--- src/rtl/vector_cache_pkg.sv ---
// Shared vector-cache types and read-data-buffer sizing defaults.
package vector_cache_pkg;

  localparam int RDB_LANE_NUM = 4;
  localparam int RDB_DEPTH    = 4;

  typedef struct packed {
    logic [3:0]  grp_id;
    logic [27:0] data;
  } group_data_pld_t;

  // Round-robin successor with wrap for arbitrary (non power-of-2) lane counts.
  function automatic int rr_next(input int idx, input int n);
    return (idx + 1 == n) ? 0 : idx + 1;
  endfunction

endpackage

--- src/rtl/rdb_lane_fifo.sv ---
// Single-lane FIFO: registered output (no empty bypass), sticky overflow on dropped push.
module rdb_lane_fifo
  import vector_cache_pkg::*;
#(
  parameter int  DEPTH = RDB_DEPTH,
  parameter type pld_t = group_data_pld_t,
  localparam int CNT_W = $clog2(DEPTH + 1),
  localparam int AW    = $clog2(DEPTH)
) (
  input  logic             clk,
  input  logic             rst_n,
  input  logic             push,
  input  pld_t             din,
  input  logic             pop,
  output pld_t             dout,
  output logic             empty,
  output logic [CNT_W-1:0] cnt,
  output logic             ovf
);

  logic [AW-1:0] wr_ptr, rd_ptr;
  logic          full, do_push;
  pld_t          mem [DEPTH];

  assign empty   = (cnt == '0);
  assign full    = (cnt == CNT_W'(DEPTH));
  // A same-cycle pop frees the slot, so a full lane still accepts the push.
  assign do_push = push & (~full | pop);
  assign dout    = mem[rd_ptr];

  always_ff @(posedge clk)
    if (do_push) mem[wr_ptr] <= din;

  always_ff @(posedge clk or negedge rst_n) begin
    if (!rst_n) begin
      wr_ptr <= '0;
      rd_ptr <= '0;
      cnt    <= '0;
      ovf    <= 1'b0;
    end else begin
      if (do_push) wr_ptr <= wr_ptr + 1'b1;
      if (pop)     rd_ptr <= rd_ptr + 1'b1;
      case ({do_push, pop})
        2'b10:   cnt <= cnt + 1'b1;
        2'b01:   cnt <= cnt - 1'b1;
        default: ;
      endcase
      if (push & ~do_push) ovf <= 1'b1;
    end
  end

  a_no_pop_empty: assert property (@(posedge clk) disable iff (!rst_n) pop |-> !empty);

endmodule

--- src/rtl/rdb_lane_buffer.sv ---
// Per-direction read data buffer: LANE_NUM lane FIFOs drained round-robin, one credit per pop.
module rdb_lane_buffer
  import vector_cache_pkg::*;
#(
  parameter int  LANE_NUM = RDB_LANE_NUM,
  parameter int  DEPTH    = RDB_DEPTH,
  localparam int CNT_W    = $clog2(DEPTH + 1),
  localparam int LW       = $clog2(LANE_NUM)
) (
  input  logic                               clk,
  input  logic                               rst_n,
  input  logic            [LANE_NUM-1:0]     in_vld,
  input  group_data_pld_t [LANE_NUM-1:0]     in_pld,
  output logic                               out_vld,
  output group_data_pld_t                    out_pld,
  output logic            [LW-1:0]           out_lane,
  input  logic                               out_rdy,
  output logic            [LANE_NUM-1:0]     credit_rtn,
  output logic [LANE_NUM-1:0][CNT_W-1:0]     lane_cnt,
  output logic            [LANE_NUM-1:0]     ovf_err
);

  logic            [LANE_NUM-1:0] lane_empty, lane_pop;
  group_data_pld_t [LANE_NUM-1:0] lane_head;
  logic [LW-1:0] rr_ptr, rr_lane, hold_lane, grant;
  logic          rr_found, hold_vld, pop;

  generate
    for (genvar i = 0; i < LANE_NUM; i++) begin : g_lane
      rdb_lane_fifo #(
        .DEPTH (DEPTH),
        .pld_t (group_data_pld_t)
      ) u_fifo (
        .clk   (clk),
        .rst_n (rst_n),
        .push  (in_vld[i]),
        .din   (in_pld[i]),
        .pop   (lane_pop[i]),
        .dout  (lane_head[i]),
        .empty (lane_empty[i]),
        .cnt   (lane_cnt[i]),
        .ovf   (ovf_err[i])
      );
    end
  endgenerate

  always_comb begin
    rr_lane  = rr_ptr;
    rr_found = 1'b0;
    for (int k = 0; k < LANE_NUM; k++) begin
      if (!rr_found && !lane_empty[(int'(rr_ptr) + k) % LANE_NUM]) begin
        rr_found = 1'b1;
        rr_lane  = LW'((int'(rr_ptr) + k) % LANE_NUM);
      end
    end
  end

  // A stalled grant is pinned so a lane filling ahead of it cannot steal the slot.
  assign grant    = hold_vld ? hold_lane : rr_lane;
  assign out_vld  = ~&lane_empty;
  assign out_lane = out_vld ? grant : '0;
  assign out_pld  = lane_head[grant];
  assign pop      = out_vld & out_rdy;
  assign lane_pop = LANE_NUM'(pop) << grant;
  assign credit_rtn = lane_pop;

  always_ff @(posedge clk or negedge rst_n) begin
    if (!rst_n) begin
      rr_ptr    <= '0;
      hold_vld  <= 1'b0;
      hold_lane <= '0;
    end else if (pop) begin
      rr_ptr   <= LW'(rr_next(int'(grant), LANE_NUM));
      hold_vld <= 1'b0;
    end else if (out_vld) begin
      hold_vld  <= 1'b1;
      hold_lane <= grant;
    end
  end

  a_credit_onehot: assert property (@(posedge clk) disable iff (!rst_n) $onehot0(credit_rtn));
  a_stall_stable:  assert property (@(posedge clk) disable iff (!rst_n)
                     out_vld && !out_rdy |=> out_vld && $stable(out_pld) && $stable(out_lane));

endmodule

--- config.mk ---
export PLATFORM = sky130hd
export DESIGN_NAME = rdb_lane_buffer
export DESIGN_NICKNAME = d
export VERILOG_FILES = /design/src/rtl/vector_cache_pkg.sv /design/src/rtl/rdb_lane_fifo.sv /design/src/rtl/rdb_lane_buffer.sv
export SDC_FILE = /design/constraint.sdc
export NUM_CORES = 1
export LEC_CHECK = 0
export CORE_MARGIN = 4
export CORE_UTILIZATION = 34
export DETAILED_ROUTE_END_ITERATION = 7
export GPL_ROUTABILITY_DRIVEN = 1
export PLACE_DENSITY = 0.57
export REMOVE_ABC_BUFFERS = 1
export SYNTH_ARGS = -nofsm -noshare
export SYNTH_HDL_FRONTEND = slang
export SYNTH_SLANG_ARGS = --single-unit
--- constraint.sdc ---
create_clock -name clk -period 5 [get_ports clk]
set_clock_uncertainty 0.1 [all_clocks]
set_input_delay 1.25 -clock clk [delete_from_list [all_inputs] [get_ports clk]]
set_output_delay 1.25 -clock clk [all_outputs]
set_load 0.01 [all_outputs]
# --- Yosys cells after proc, flatten, opt, wreduce, memory -nomap -nowiden ---
# Memory sizes are Yosys's and may differ from the RTL's.
# Cells that the tools add are included.
# Widths: inputs -> output; s select.
word_totals:
  ff_bits: 37
  ram_bits: 512
  input_bits: 135
  word_cells: 147
  mem_count: 4
memory_table:
  columns: ["memory", "words", "width", "rd", "rd_ports_with_merged_regs", "wr", "line_no", "text"]
  rows:
  - ["g_lane[0].u_fifo.mem", 4, 32, 1, 0, 1, "rdb_lane_fifo.sv:23", "pld_t mem [DEPTH];"]
  - ["g_lane[1].u_fifo.mem", 4, 32, 1, 0, 1, "rdb_lane_fifo.sv:23", null]
  - ["g_lane[2].u_fifo.mem", 4, 32, 1, 0, 1, "rdb_lane_fifo.sv:23", null]
  - ["g_lane[3].u_fifo.mem", 4, 32, 1, 0, 1, "rdb_lane_fifo.sv:23", null]
op_classes:
  n_addsub: 20
  n_lt_le_gt_ge: 5
  n_eq_ne: 14
  shifts: 1
  muxes: 36
  n_bitwise: 26
  n_reduce_logical: 22
op_table:
  columns: ["cell", "n"]
  rows:
  - ["$bmux 32 s2", 1]
  - ["$mux 32", 1]
  - ["$pmux 3 s2", 4]
  - ["$mux 1", 20]
  - ["$add 2x1->2 const B", 9]
  - ["$eq 3x3->1 const B", 5]
  - ["$add 3x1->3 const B", 4]
  - ["$logic_not 3->1", 4]
  - ["$lt 3x4->1 const B", 3]
  - ["$mux 2", 6]
  - ["$sub 3x1->3 const B", 4]
  - ["$not 1->1", 10]
  - ["$and 1x1->1", 9]
  - ["$bmux 1 s2", 4]
  - ["$eq 2x1->1 const B", 4]
  - ["$eq 2x2->1 const B", 4]
  - ["$reduce_bool 2->1", 4]
  - ["$logic_not 1->1", 6]
  - ["$lt 2x3->1 const B", 2]
  - ["$reduce_or 2->1", 3]
  - ["$add 2x2->2 const B", 2]
  - ["$or 1x1->1", 4]
  - ["$reduce_and 4->1", 1]
  - ["$shl 1x2->4", 1]
  - ["other kinds (5)", 9]

# --- Logic depth before layout (Yosys ltp) ---
logic_depth:
  ltp_word: 21
  depth_mapped: 13

# --- Cells and area by module ---
# A second synthesis with hierarchy kept.
unflattened:
  cells_unflattened: 1016
  area_unflattened_um2: 22161.3
modules_own_cells:
  columns: ["module", "instances", "cells_per_inst", "area_each_um2", "seq_area_each_um2"]
  rows:
  - ["rdb_lane_fifo at g_lane[0].u_fifo ...", 3, 213, 5176.2, 4043.9]
  - ["rdb_lane_fifo at g_lane[3].u_fifo", 1, 222, 5195.0, 4043.9]
  - ["rdb_lane_buffer", 1, 155, 1437.6, 125.1]

# --- Least setup slack after synthesis ---
# No wires, ideal clock.
synth_timing:
  path_type: "reg2out"
  start: "register g_lane[0].u_fifo.cnt[2]"
  end: "output out_pld[21] in the netlist's numbering"
  arrival_ps: 2393
  required_time_ps: 3650
  setup_slack_ps: 1257
  stages_incl_launch_ff: 9
  path_cell_list: "dfrtp_1 > or3_1 > buf_6 > a32o_2 > or4_4 > nand2_4 > buf_6 > nand3_1 > a32oi_1"
synth_lines:
  columns: ["element", "line_no", "text"]
  rows:
  - ["from (decl)", "rdb_lane_fifo.sv:17", "output logic [CNT_W-1:0] cnt,"]
  - ["from (signal assigned)", "rdb_lane_fifo.sv:44", "2'b10: cnt <= cnt + 1'b1;"]
  - ["from (signal assigned)", "rdb_lane_fifo.sv:45", "2'b01: cnt <= cnt - 1'b1;"]
  - ["to (decl)", "rdb_lane_buffer.sv:15", "output group_data_pld_t out_pld,"]

==> flow_summary.ini <==
[status]
status = finished clean

[routing]
drt_iter0_markers = 901
routed_wl_um = 57500
vias = 11400
drtAntennaViolNets = 0
firstDrtPassIters = 5
viasPerCell = 5.11
wl_per_cell_um = 25.7
drc = 0

[worst_setup_path]
slowest_delay_ns = 0.52
worstSetupPathDepth = 9
start_kind = flop
cp-startpoint = g_lane[0].u_fifo.cnt[1]
crit_arrival_ns = 3.52
crit_chain = or3_4 -> a32o_2 -> or4_4 -> nand2_8 -> buf_4 -> buf_12 -> nand3_1 -> a32oi_2 -> dlygate4sd2_1
critPathKind = reg -> out
rr_endpoint = g_lane[1].u_fifo.mem[2][1]
worst_path_max_delay_cell = or4_4
crit_fanout = 22
rr_worst_depth = 7
setup.worst_path.end_class = output pin
r2r_start = g_lane[0].u_fifo.cnt[1]
crit_required_ns = 3.65
critical_path_buf_inv_count = 3
r2r_slack_ns = 1.49
cp-endpoint = out_pld[12]
critPathTopFamily = simple AND/OR/NAND/NOR gates

[timing]
finalSetupViolCount = 0
min_period_over_period = 0.973
tightest_slew_ns = 0.997
max_freq_mhz = 205
hold_violations = 0
tns_ns = 0
finalCriticalPeriod_ns = 4.87
rsz0062_at_grt = true
slew_headroom = 0.329
drv_slew = 0

[die]
die_x_um = 262
io_pins = 190
die_h_um = 262
start_util = 0.346
core_area_um2 = 63500
die_area_um2 = 68800
rows = 92

[grt]
grt_pass1_vias = 11800
antenna_found_initial = 19
grt_usage = 0.163
gr-total-overflow = 0
grt_max_degree = 66
grt_pass1_wl_um = 82800

[cells_and_area]
post-route-util = 0.428
area_growth_pct = 23.9
layout_common_cells = 512 x edfxtp_1, 160 x clkdlybuf4s50_1, 128 x mux4_2
nNetsFinal = 1491
drive_gt1_frac = 0.242
layout_commonest_cell = edfxtp_1

[place]
hpwl_um = 37900
port_buffers = 189
gp_congestion = 0.767

[yosys]
synth_area_leaders = edfxtp_1 70%, mux4_2 13%, dfrtp_1 4.2%, nand2_1 1.3%, a32oi_1 1.2%
synthSimpleGateAreaFrac = 0.0366
postSynthCellCount = 1107
synth_cell_type_count = 57
synth_top_family_by_area = multiplexers
syn_area_um2 = 22000
synth_warnings = 0
ys.flop_type = edfxtp_1
ys_seq_area_frac = 0.742
synth_top_area_frac = 0.700
synth_edf_count = 512
yosys.area_share.adder = 0.0139
yosys.area.top_type = edfxtp_1
synth_xor_xnor_area_share = 0.00797
yosys-mux-area-fraction = 0.141
async_flop_share = 0.0674
synth-compound-area-share = 0.0363
ys_ff_latch = 549
syn_avg_cell_area_um2 = 19.8

[clock_tree]
cts_tree = yes
clockRootBuffer = clkbuf_16
clk_path_buf_depth = 3
clk_latency_ns = 0.60
worst_setup_hold_path_clk_slew_ns = 0.06
cts.sinks = 549
cts_buffers = 57
htreeDepth = 2

[worst_hold_path]
hold_depth = 1
hold_path.class = reg -> reg

[power]
peakVddDrop_mv = 0.354
power.density_nw_per_um2 = 625
p_leak_nw = 9.02

[job]
drv_cap = 0
==> layout make-up <==
cell class,count,area [µm²]
fillers,5632,36300
flip-flops and latches,549,16300
multi-input cells,459,5390
repair buffers,239,2540
clock buffers,73,1510
well taps,846,1060
clock inverters,32,287
inverters,28,105
diodes,8,20.0
==> how the worst min path moves through the flow <==
| stage | from | end | slack (ns) |
|---|---|---|---|
| floorplan | g_lane[3].u_fifo.ovf | g_lane[3].u_fifo.ovf | 0.40 |
| global placement | g_lane[2].u_fifo.ovf | g_lane[2].u_fifo.ovf | 0.36 |
| detailed placement | g_lane[2].u_fifo.ovf | g_lane[2].u_fifo.ovf | 0.36 |
| CTS | g_lane[2].u_fifo.ovf | g_lane[2].u_fifo.ovf | 0.38 |
| global route | g_lane[3].u_fifo.ovf | g_lane[3].u_fifo.ovf | 0.41 |
| finish | g_lane[2].u_fifo.ovf | g_lane[2].u_fifo.ovf | 0.38 |
==> metal layers <==
layer	global-route usage	part of all wire	vias to the layer above
li1	-	-	4979
met1	0.210	0.41	5989
met5	0	0.0022	-
met2	0.269	0.49	342
met3	0.0454	0.071	89
met4	0.0512	0.026	20
==> repair_timing <==
item | CTS | global route
hold buffers | 0 | 0
pin swaps | 3 | 6
resized for setup | 33 | 20
setup buffers | 2 | 4
endpoints found under the setup margin | 31 | 15
gates cloned | 0 | 2
==> through the flow <==
step,setup slack [ns],hold slack (ns),power [mW],cell area (µm²),cells
after floorplan,-0.696,0.403,9.98,21600,1035
after global routing,0.00330,0.406,17.9,27200,2228
final,0.133,0.378,17.0,27200,2234
after global placement,0.287,0.361,12.9,25100,2113
after detailed placement,0.265,0.362,13.0,25100,2113
after CTS,-0.0841,0.381,17.2,27100,2220
==> synthesized netlist by cell type (2+ instances only) <==
library cell and n:
nor4_1 2, a21bo_2 2, and2_1 19, nor2b_1 4, a31oi_1 31, nor3_1 7
o21ai_0 6, xnor2_1 11, fa_1 4, a32oi_1 31, or3_1 4, o21bai_1 2
o22ai_1 2, buf_4 9, ha_1 18, mux2_2 7, dfrtp_1 37, a211oi_1 5
nand2_1 75, nand3_1 32, buf_2 9, nor2_1 14, a21oi_1 6, edfxtp_1 512
xor2_1 9, mux2i_1 12, buf_6 10, nor3b_1 3, mux4_2 128, inv_1 26
a21oi_2 2, clkbuf_1 43
==> worst reg2reg max path, stage by stage (launching register included) <==
cell and delay (ns):
dfrtp_1 0.44, or3_4 0.44, a32o_2 0.30, nor4_2 0.39
a22oi_1 0.28, a21oi_2 0.36, and2_2 0.62, buf_12 0.27
==> kinds of logic (layout without fill, tap and decap cells) <==
logic type / count (synthesis) / in the layout
AOI/OAI and AO/OA: 100 / 100
xor gates and xnor gates: 20 / 20
adders and majority gates: 22 / 22
buffers and inverters: 100 / 372
DFF: 549 / 549
muxes: 148 / 148
other: 0 / 8
and+or+nand+nor: 168 / 169
==> state kept, by name (all words and copies together), names as in the netlist <==
register	cells
hold_lane	2
g_lane.u_fifo.wr_ptr	8
g_lane.u_fifo.rd_ptr	8
g_lane.u_fifo.cnt	12
g_lane.u_fifo.ovf	4
g_lane.u_fifo.mem	512
rr_ptr	2
hold_vld	1
==> where the power goes <==
| group | internal [mW] | total [mW] | switching, mW |
|---|---|---|---|
| combinational | 2.86 | 6.25 | 3.39 |
| sequential | 6.12 | 6.68 | 0.562 |
| clock | 2.38 | 4.09 | 1.72 |
Power figures use the tool's default switching activity.
